[config.mk]
export PLATFORM = sky130hd
export DESIGN_NAME = uart_tx_cfg
export DESIGN_NICKNAME = d
export VERILOG_FILES = /design/src/rtl/uart_pkg.sv /design/src/rtl/uart_baud_gen.sv /design/src/rtl/uart_tx_cfg.sv
export SDC_FILE = /design/constraint.sdc
export NUM_CORES = 1
export LEC_CHECK = 0
export ABC_AREA = 0
export CAP_MARGIN = 20
export CORE_AREA = 5 5 77 97
export CTS_CLUSTER_SIZE = 14
export DETAILED_ROUTE_END_ITERATION = 10
export DIE_AREA = 0 0 82 102
export PLACE_DENSITY = 0.67
export SLEW_MARGIN = 0
export SYNTH_ARGS = -nofsm -noshare
export SYNTH_HDL_FRONTEND = slang
export SYNTH_SLANG_ARGS = --single-unit
[constraint.sdc]
create_clock -name clk -period 2.9 [get_ports clk]
set_clock_uncertainty 0.15 [all_clocks]
set_input_delay 0.725 -clock clk [delete_from_list [all_inputs] [get_ports clk]]
set_output_delay 0.725 -clock clk [all_outputs]
set_load 0.02 [all_outputs]
[src/rtl/uart_pkg.sv]
// Shared UART definitions: parity modes and FSM state encoding.
// Used by the transmitter and the receiver.
package uart_pkg;

  localparam logic [1:0] PAR_NONE = 2'b00;
  localparam logic [1:0] PAR_EVEN = 2'b01;
  localparam logic [1:0] PAR_ODD  = 2'b10;

  typedef enum logic [2:0] {
    ST_IDLE,
    ST_START,
    ST_DATA,
    ST_PARITY,
    ST_STOP
  } uart_state_e;

  // Mode 11 is reserved and behaves like PAR_NONE.
  function automatic logic par_enabled(input logic [1:0] mode);
    return (mode == PAR_EVEN) || (mode == PAR_ODD);
  endfunction

endpackage

[src/rtl/uart_baud_gen.sv]
// Loadable baud down-counter: bit_tick fires on the last cycle of each bit period.
// clr parks the counter at 0 so it never free-runs between frames.
module uart_baud_gen #(
  parameter int DIV_W = 16
) (
  input  logic             clk,
  input  logic             rst_n,
  input  logic             clr,
  input  logic             load,
  input  logic             en,
  input  logic [DIV_W-1:0] div,
  output logic             bit_tick
);

  logic [DIV_W-1:0] cnt_q;

  always_ff @(posedge clk or negedge rst_n) begin
    if (!rst_n)         cnt_q <= '0;
    else if (clr)       cnt_q <= '0;
    else if (load)      cnt_q <= div;
    else if (en) begin
      if (cnt_q == '0)  cnt_q <= div;
      else              cnt_q <= cnt_q - DIV_W'(1);
    end
  end

  assign bit_tick = en && (cnt_q == '0);

endmodule

[src/rtl/uart_tx_cfg.sv]
// Runtime-configurable UART transmitter with valid/ready intake and frame-done pulse.
// Frame config is captured at acceptance so the line is immune to later input changes.
module uart_tx_cfg
  import uart_pkg::*;
#(
  parameter int DATA_W = 8,
  parameter int DIV_W  = 16
) (
  input  logic              clk,
  input  logic              rst_n,
  input  logic              enable_tx,
  input  logic [DIV_W-1:0]  baud_div,
  input  logic [1:0]        parity_mode,
  input  logic              two_stop,
  input  logic [DATA_W-1:0] d_in,
  input  logic              tx_send,
  output logic              tx_ready,
  output logic              txd,
  output logic              sending,
  output logic              tx_done
);

  localparam int IDX_W = $clog2(DATA_W);
  localparam logic [IDX_W-1:0] LAST_IDX = IDX_W'(DATA_W - 1);

  uart_state_e       state_q, state_d;
  logic [DATA_W-1:0] shreg_q, shreg_d;
  logic [IDX_W-1:0]  bit_idx_q, bit_idx_d;
  logic              stop_idx_q, stop_idx_d;
  logic              txd_q, txd_d;
  logic [DIV_W-1:0]  div_q;
  logic              par_en_q, par_bit_q, two_stop_q;
  logic              accept, tick, frame_end;

  assign tx_ready = rst_n && (state_q == ST_IDLE) && enable_tx;
  assign accept   = tx_send && tx_ready;
  assign sending  = (state_q != ST_IDLE);
  assign txd      = txd_q;
  assign tx_done  = frame_end;

  uart_baud_gen #(.DIV_W(DIV_W)) u_baud (
    .clk      (clk),
    .rst_n    (rst_n),
    .clr      (frame_end),
    .load     (accept),
    .en       (sending),
    .div      (accept ? baud_div : div_q),
    .bit_tick (tick)
  );

  always_ff @(posedge clk or negedge rst_n) begin
    if (!rst_n) begin
      state_q    <= ST_IDLE;
      shreg_q    <= '0;
      bit_idx_q  <= '0;
      stop_idx_q <= 1'b0;
      txd_q      <= 1'b1;
    end else begin
      state_q    <= state_d;
      shreg_q    <= shreg_d;
      bit_idx_q  <= bit_idx_d;
      stop_idx_q <= stop_idx_d;
      txd_q      <= txd_d;
    end
  end

  // Parity is resolved from d_in at intake; the shifter only carries data bits.
  always_ff @(posedge clk or negedge rst_n) begin
    if (!rst_n) begin
      div_q      <= '0;
      par_en_q   <= 1'b0;
      par_bit_q  <= 1'b0;
      two_stop_q <= 1'b0;
    end else if (accept) begin
      div_q      <= baud_div;
      par_en_q   <= par_enabled(parity_mode);
      par_bit_q  <= (parity_mode == PAR_ODD) ? ~(^d_in) : (^d_in);
      two_stop_q <= two_stop;
    end
  end

  // txd_d is the level for the next bit, loaded on the tick that ends the current one.
  always_comb begin
    state_d    = state_q;
    shreg_d    = shreg_q;
    bit_idx_d  = bit_idx_q;
    stop_idx_d = stop_idx_q;
    txd_d      = txd_q;
    frame_end  = 1'b0;
    case (state_q)
      ST_IDLE: begin
        txd_d = 1'b1;
        if (accept) begin
          state_d    = ST_START;
          shreg_d    = d_in;
          bit_idx_d  = '0;
          stop_idx_d = 1'b0;
          txd_d      = 1'b0;
        end
      end
      ST_START: begin
        if (tick) begin
          state_d = ST_DATA;
          txd_d   = shreg_q[0];
          shreg_d = shreg_q >> 1;
        end
      end
      ST_DATA: begin
        if (tick) begin
          if (bit_idx_q == LAST_IDX) begin
            if (par_en_q) begin
              state_d = ST_PARITY;
              txd_d   = par_bit_q;
            end else begin
              state_d = ST_STOP;
              txd_d   = 1'b1;
            end
          end else begin
            bit_idx_d = bit_idx_q + IDX_W'(1);
            txd_d     = shreg_q[0];
            shreg_d   = shreg_q >> 1;
          end
        end
      end
      ST_PARITY: begin
        if (tick) begin
          state_d = ST_STOP;
          txd_d   = 1'b1;
        end
      end
      ST_STOP: begin
        if (tick) begin
          if (two_stop_q && !stop_idx_q) begin
            stop_idx_d = 1'b1;
          end else begin
            state_d   = ST_IDLE;
            frame_end = 1'b1;
          end
        end
      end
      default: begin
        state_d = ST_IDLE;
        txd_d   = 1'b1;
      end
    endcase
  end

endmodule

# Yosys cells after proc, flatten, opt, wreduce, memory -nomap -nowiden
# Cells that the tools add are included.
[word_totals]
word_cells = 88
out_inout_bits = 4
regBits = 51
in_bits = 31
[classes]
eq_ne = 16
n_bitwise = 2
reduce_logical = 20
n_mux = 38
n_addsub = 2
[op_table]
columns = ["cell", "n"]
rows = [
  ["16-bit two-way mux", 5],
  ["3-bit two-way mux", 11],
  ["8-bit two-way mux", 4],
  ["8-bit one-hot mux with 3 select lines", 1],
  ["2-bit != test, second input constant", 9],
  ["16-bit logical NOT", 1],
  ["16-bit by 1-bit subtractor with 16-bit output, second input constant", 1],
  ["3-bit one-hot mux with 5 select lines", 1],
  ["1-bit two-way mux", 13],
  ["4-bit AND reduction", 3],
  ["3-bit nonzero test", 3],
  ["8-bit XOR reduction", 1],
  ["7-bit AND reduction", 1],
  ["3-bit by 2-bit equality test with 1-bit output, second input constant", 2],
  ["3-bit equality test, second input constant", 2],
  ["3-bit one-hot mux with 2 select lines", 1],
  ["1-bit logical AND", 5],
  ["1-bit one-hot mux with 5 select lines", 1],
  ["5-bit AND reduction", 1],
  ["2-bit nonzero test", 2],
  ["3-bit by 1-bit adder with 3-bit output, second input constant", 1],
  ["3-bit by 1-bit equality test with 1-bit output, second input constant", 1],
  ["3-bit logical NOT", 1],
  ["2-bit by 1-bit equality test with 1-bit output, second input constant", 1],
  ["other kinds (5)", 6],
]

# Depth between registers and ports, before layout
# Gate-level depths: netlist (run 1).
[depth]
ltp_word = 9
ltp_mapped = 9
ltp_nobuf = 7

# By module
# Synthesis (run 1) repeated with hierarchy kept, for this count alone.
[hier_totals]
hier_cells = 333
area_unflattened_um2 = 3061.7
[by_module_without_submodules]
columns = ["module", "area_each_um2", "seq_area_each_um2", "instances", "cells_each"]
rows = [
  ["uart_tx_cfg", 1821.7, 877.1, 1, 184],
  ["uart_baud_gen", 1239.9, 400.4, 1, 149],
]

# Worst setup path before layout (run 1)
# Ideal clock, no wire load.
[synth_timing]
kind = "flip-flop to output port"
startpoint = "register u_baud.cnt_q[4]"
endpoint = "output port tx_done"
n_path_buf = 3
path_stages_with_launch = 8
setup_slack_ns = 0.006
arrival_time_ns = 2.019
required_time_ns = 2.025
path_cell_list = "dfrtp_1 -> buf_6 -> or4_1 -> buf_4 -> nor4_4 -> buf_2 -> nand3_1 -> inv_1"
[synth_via]
elab_chain_len = 4
[synth_lines]
columns = ["element", "line_no", "source"]
rows = [
  ["start, declared", "uart_baud_gen.sv:15", "logic [DIV_W-1:0] cnt_q;"],
  ["start signal, assigned", "uart_baud_gen.sv:20", "else if (load) cnt_q <= div;"],
  ["start signal, assigned", "uart_baud_gen.sv:22", "if (cnt_q == '0) cnt_q <= div;"],
  ["start signal, assigned", "uart_baud_gen.sv:23", "else cnt_q <= cnt_q - DIV_W'(1);"],
  ["16-bit logical NOT", "uart_baud_gen.sv:27", "assign bit_tick = en && (cnt_q == '0);"],
  ["1-bit logical AND", "uart_baud_gen.sv:27", ""],
  ["1-bit two-way mux", "uart_tx_cfg.sv:132", "if (tick) begin"],
  ["1-bit two-way mux", "uart_tx_cfg.sv:90", "case (state_q)"],
  ["end, declared", "uart_tx_cfg.sv:20", "output logic tx_done"],
]
# Every way passes these cells.

# Worst setup path in the final report (run 1)
[layout_timing]
startpoint = "input port enable_tx"
endpoint = "output port tx_ready"
[layout_via]
elab_chain_len = 1
[layout_lines]
columns = ["element", "line_no", "source"]
rows = [
  ["start, declared", "uart_tx_cfg.sv:11", "input logic enable_tx,"],
  ["1-bit logical AND", "uart_tx_cfg.sv:35", "assign tx_ready = rst_n && (state_q == ST_IDLE) && enable_tx;"],
  ["end, declared", "uart_tx_cfg.sv:17", "output logic tx_ready,"],
]
# Every way passes these cells.

==> summary.md, run 1 <==
| Metric | Value |
|---|---|
| # clock sinks | `51` |
| Final Cycle Share | `98.1%` |
| Critical path's most frequent cell | `clkdlybuf4s50_1` |
| Core Rows | `33` |
| Total chip power | `1.96 mW` |
| TritonRoute pass-1 iters | `4` |
| Ys flop type | `dfrtp_1` |
| Post-Syn Instances | `317` |
| DIE AREA | `0.00836 mm2` |
| Initial Util | `45.4%` |
| Yosys warning count | `0` |
| Syn_nets | `353` |
| Power density over cell area | `532 mW/mm2` |
| Initial antenna violation count | `0` |
| First-pass GRT wire length | `12500 um` |
| CTS tree | `done` |
| HP Start | `div_q[6]` |
| CP Data Arrival Time | `1970 ps` |
| H-tree levels | `2` |
| Diode count | `0` |
| Status | `complete, no violations` |
| Clk root buf | `clkbuf_8` |
| Tot GR Track Use | `19.6%` |
| Tmin final | `2850 ps` |
| Largest stage delay, worst path | `600 ps` |
| Die Wd | `82 um` |
| R2r startpoint | `u_baud.cnt_q[0]` |
| Residual DRC count | `0` |
| Unrepaired setup endpoints after global routing | `yes` |
| Hold Crit Class | `flip-flop to flip-flop` |
| DRT Wirelength | `7500 um` |
| CP max FO | `3` |
| DR vias | `2606` |
| Commonest non-fill, non-tap cell in the layout | `nand2_1` |
| Io pins | `35` |
| Crit. End Element | `output pin` |
| Hold Violations, Final | `0` |
| Critical path launch point type | `primary input` |
| Leak | `1.63 nW` |
| Final setup vio count | `0` |
| Setup TNS | `0 ps` |
| Gr ovfl total | `0` |
| Yosys top cell area share | `42.8%` |
| Yosys cell types | `61` |
| Register area share after synthesis | `43.7%` |
| Filler Cells Inserted | `617` |
| Antenna-violating nets left | `0` |
| RD Place Congestion | `0.878` |
| Worst-skew pair later-pin latency | `320 ps` |
| Peak supply drop | `204 uV` |
| Fmax | `351 MHz` |
| Relative slew slack | `56.0%` |
| Number of max-cap violations | `0` |
| Vert. Die Dim | `102 um` |
| Cts bufs inserted | `5` |
| Pre-CTS setup slack | `-199 ps` |
| CP startpoint | `enable_tx` |
| Vias in the first global route | `2583` |
| Crit-path slowest cell | `clkdlybuf4s50_1` |
| Leading post-synthesis cells by cell area | `dfrtp_1 43%, nand2_1 8.6%, mux2_2 6.2%` |
| Fin. max-slew vios | `0` |
| Largest net degree at the start of global routing | `52` |
| Leading area contributor after synthesis | `dfrtp_1` |
| Hold-fix buffers at CTS | `0` |
| WS Path Type | `primary input to output pin` |
| Delay-heaviest family, CP | `buffers and inverters` |
| Worst Max-Slew Pin Slew | `659 ps` |
| Post-synth ARST share | `100%` |
| Worst-path clk slew | `90 ps` |
| Area Overhead vs Synth | `26.0%` |
| Max clock buf depth | `2` |
| Nets | `412` |
| WL per Instance | `16.2 um` |
| CP Cell Sequence | `clkdlybuf4s50_1 > and3_1 > clkdlybuf4s50_1` |
| Final core utilization | `57.2%` |
| Post-DP HPWL | `5470 um` |
| Final hold slack | `334 ps` |
| Yosys reg bits | `51` |
| Area of the mapped netlist | `0.00292 mm2` |
| Final worst slack | `54.7 ps` |
| Layout cells sized above 1 | `19.6%` |
| Setup bufs post-CTS | `0` |
| First DRT Iteration DRCs | `107` |
| Via/cell ratio | `5.62` |
| EDFF count, synth | `0` |
| WP buf/inv | `2` |
| Worst Path Required | `2030 ps` |
| Core area | `0.00644 mm2` |
| Highest-count cells in the layout ignoring fill and taps | `67 x nand2_1, 50 x dfrtp_1, 36 x buf_4` |
| Buffers on Ports | `34` |
| Syn_area_per_cell | `9.22 um2` |
-- sequential cells by signal (all words and copies together), names as in the netlist --
| register | count |
|---|---|
| div_q | 16 |
| u_baud.cnt_q | 16 |
| shreg_q | 8 |
| bit_idx_q | 3 |
| state_q | 3 |
| par_bit_q | 1 |
| par_en_q | 1 |
| stop_idx_q | 1 |
| two_stop_q | 1 |
| txd | 1 |
-- synth_stat cells (all sizes together), types with 2 or more instances --
cell type	count
buf	7
o21ai	23
nand2	67
mux2	16
mux2i	2
a22o	5
nor4	7
xnor2	9
clkbuf	11
nor3	7
xor2	3
a21o	4
ha	5
nor2	13
o211ai	3
o221ai	2
dfrtp	50
a22oi	2
or3	4
a311oi	2
o2bb2ai	2
a31oi	5
a21oi	9
and2	2
or4	4
o311ai	2
and3	2
inv	9
o31ai	2
a32o	3
nand3	15
-- layout make-up --
| class | instances | area (um2) | share of cell area [%] |
|---|---|---|---|
| Inverter | 9 | 33.8 | 0.917 |
| Clock buffer | 6 | 82.6 | 2.24 |
| Multi-Input combinational cell | 239 | 1540 | 41.9 |
| Tap cell | 87 | 109 | 2.96 |
| Sequential cell | 51 | 1280 | 34.7 |
| Clock inverter | 2 | 35.0 | 0.951 |
| Timing Repair Buffer | 70 | 601 | 16.3 |
-- worst reg2reg max path, cell delays in order (launching register included) --
cell     delay (ps)
dfrtp_1         390
inv_1            80
ha_1            140
or4b_4          480
buf_4           160
or4_4           630
nand2_1         210
nand3_1         110
a32o_1          280
-- through the flow --
| step | instances | cell area, um2 |
|---|---|---|
| 3_3_place_gp | 456 | 3550 |
| 5_1_grt | 464 | 3680 |
| 2_1_floorplan | 317 | 2920 |
| 3_5_place_dp | 456 | 3550 |
| 6_report | 464 | 3680 |
| 4_1_cts | 464 | 3670 |
-- report_power, final --
part	leakage (nW)	switching (mW)	internal [mW]	total, mW
Combinational	0.941	0.269	0.303	0.572
Clock	0.0612	0.256	0.280	0.536
Sequential	0.631	0.0501	0.800	0.850
Total	1.63	0.575	1.38	1.96
-- logic make-up after synthesis --
logic type / share of synthesized area (%)
AO/OA/AOI/OAI: 18.3
XOR/XNOR: 3.60
adder cells (fa/ha/maj): 2.14
buffers and inverters: 4.24
flip-flops: 43.7
multiplexers: 6.85
AND/OR/NAND/NOR: 21.2
-- layer usage --
metal	routed length (um)	share of wire (%)	GRT usage, %	vias up
met4	97	1.3	6.52	0
met1	3200	43	24.2	1269
li1	-	-	-	1267
met3	331	4.4	2.29	9
met2	3870	52	35.1	61
met5	0	0	0	-
-- repair_timing --
item                                    4_1_cts  5_1_grt
endpoints found under the setup margin        1        2
pin swaps                                     1        0
resized for setup                             7        2
-- worst paths after layout --
kind / to / depth (start not counted) / slack (ps)
max: tx_ready / 3 / 50
min: div_q[6] / 2 / 330
max reg2reg: u_baud.cnt_q[5] / 8 / 150
min reg2reg: div_q[6] / 2 / 330
max in group asynchronous: div_q[9] / 2 / 1690
min in group asynchronous: bit_idx_q[1] / 2 / 470
(Power assumes the default switching activity.)
==> inputs of run 2 (changes only) <==
SLEW_MARGIN = 30   (was 0)
==> results of run 2 <==
No change in the layout: final DEF, timing and power equal those of run 1.
==> inputs of run 3 (changes only) <==
TNS_END_PERCENT = 20   (was unset)
==> results of run 3 <==
No change in the layout: final DEF, timing and power equal those of run 1.
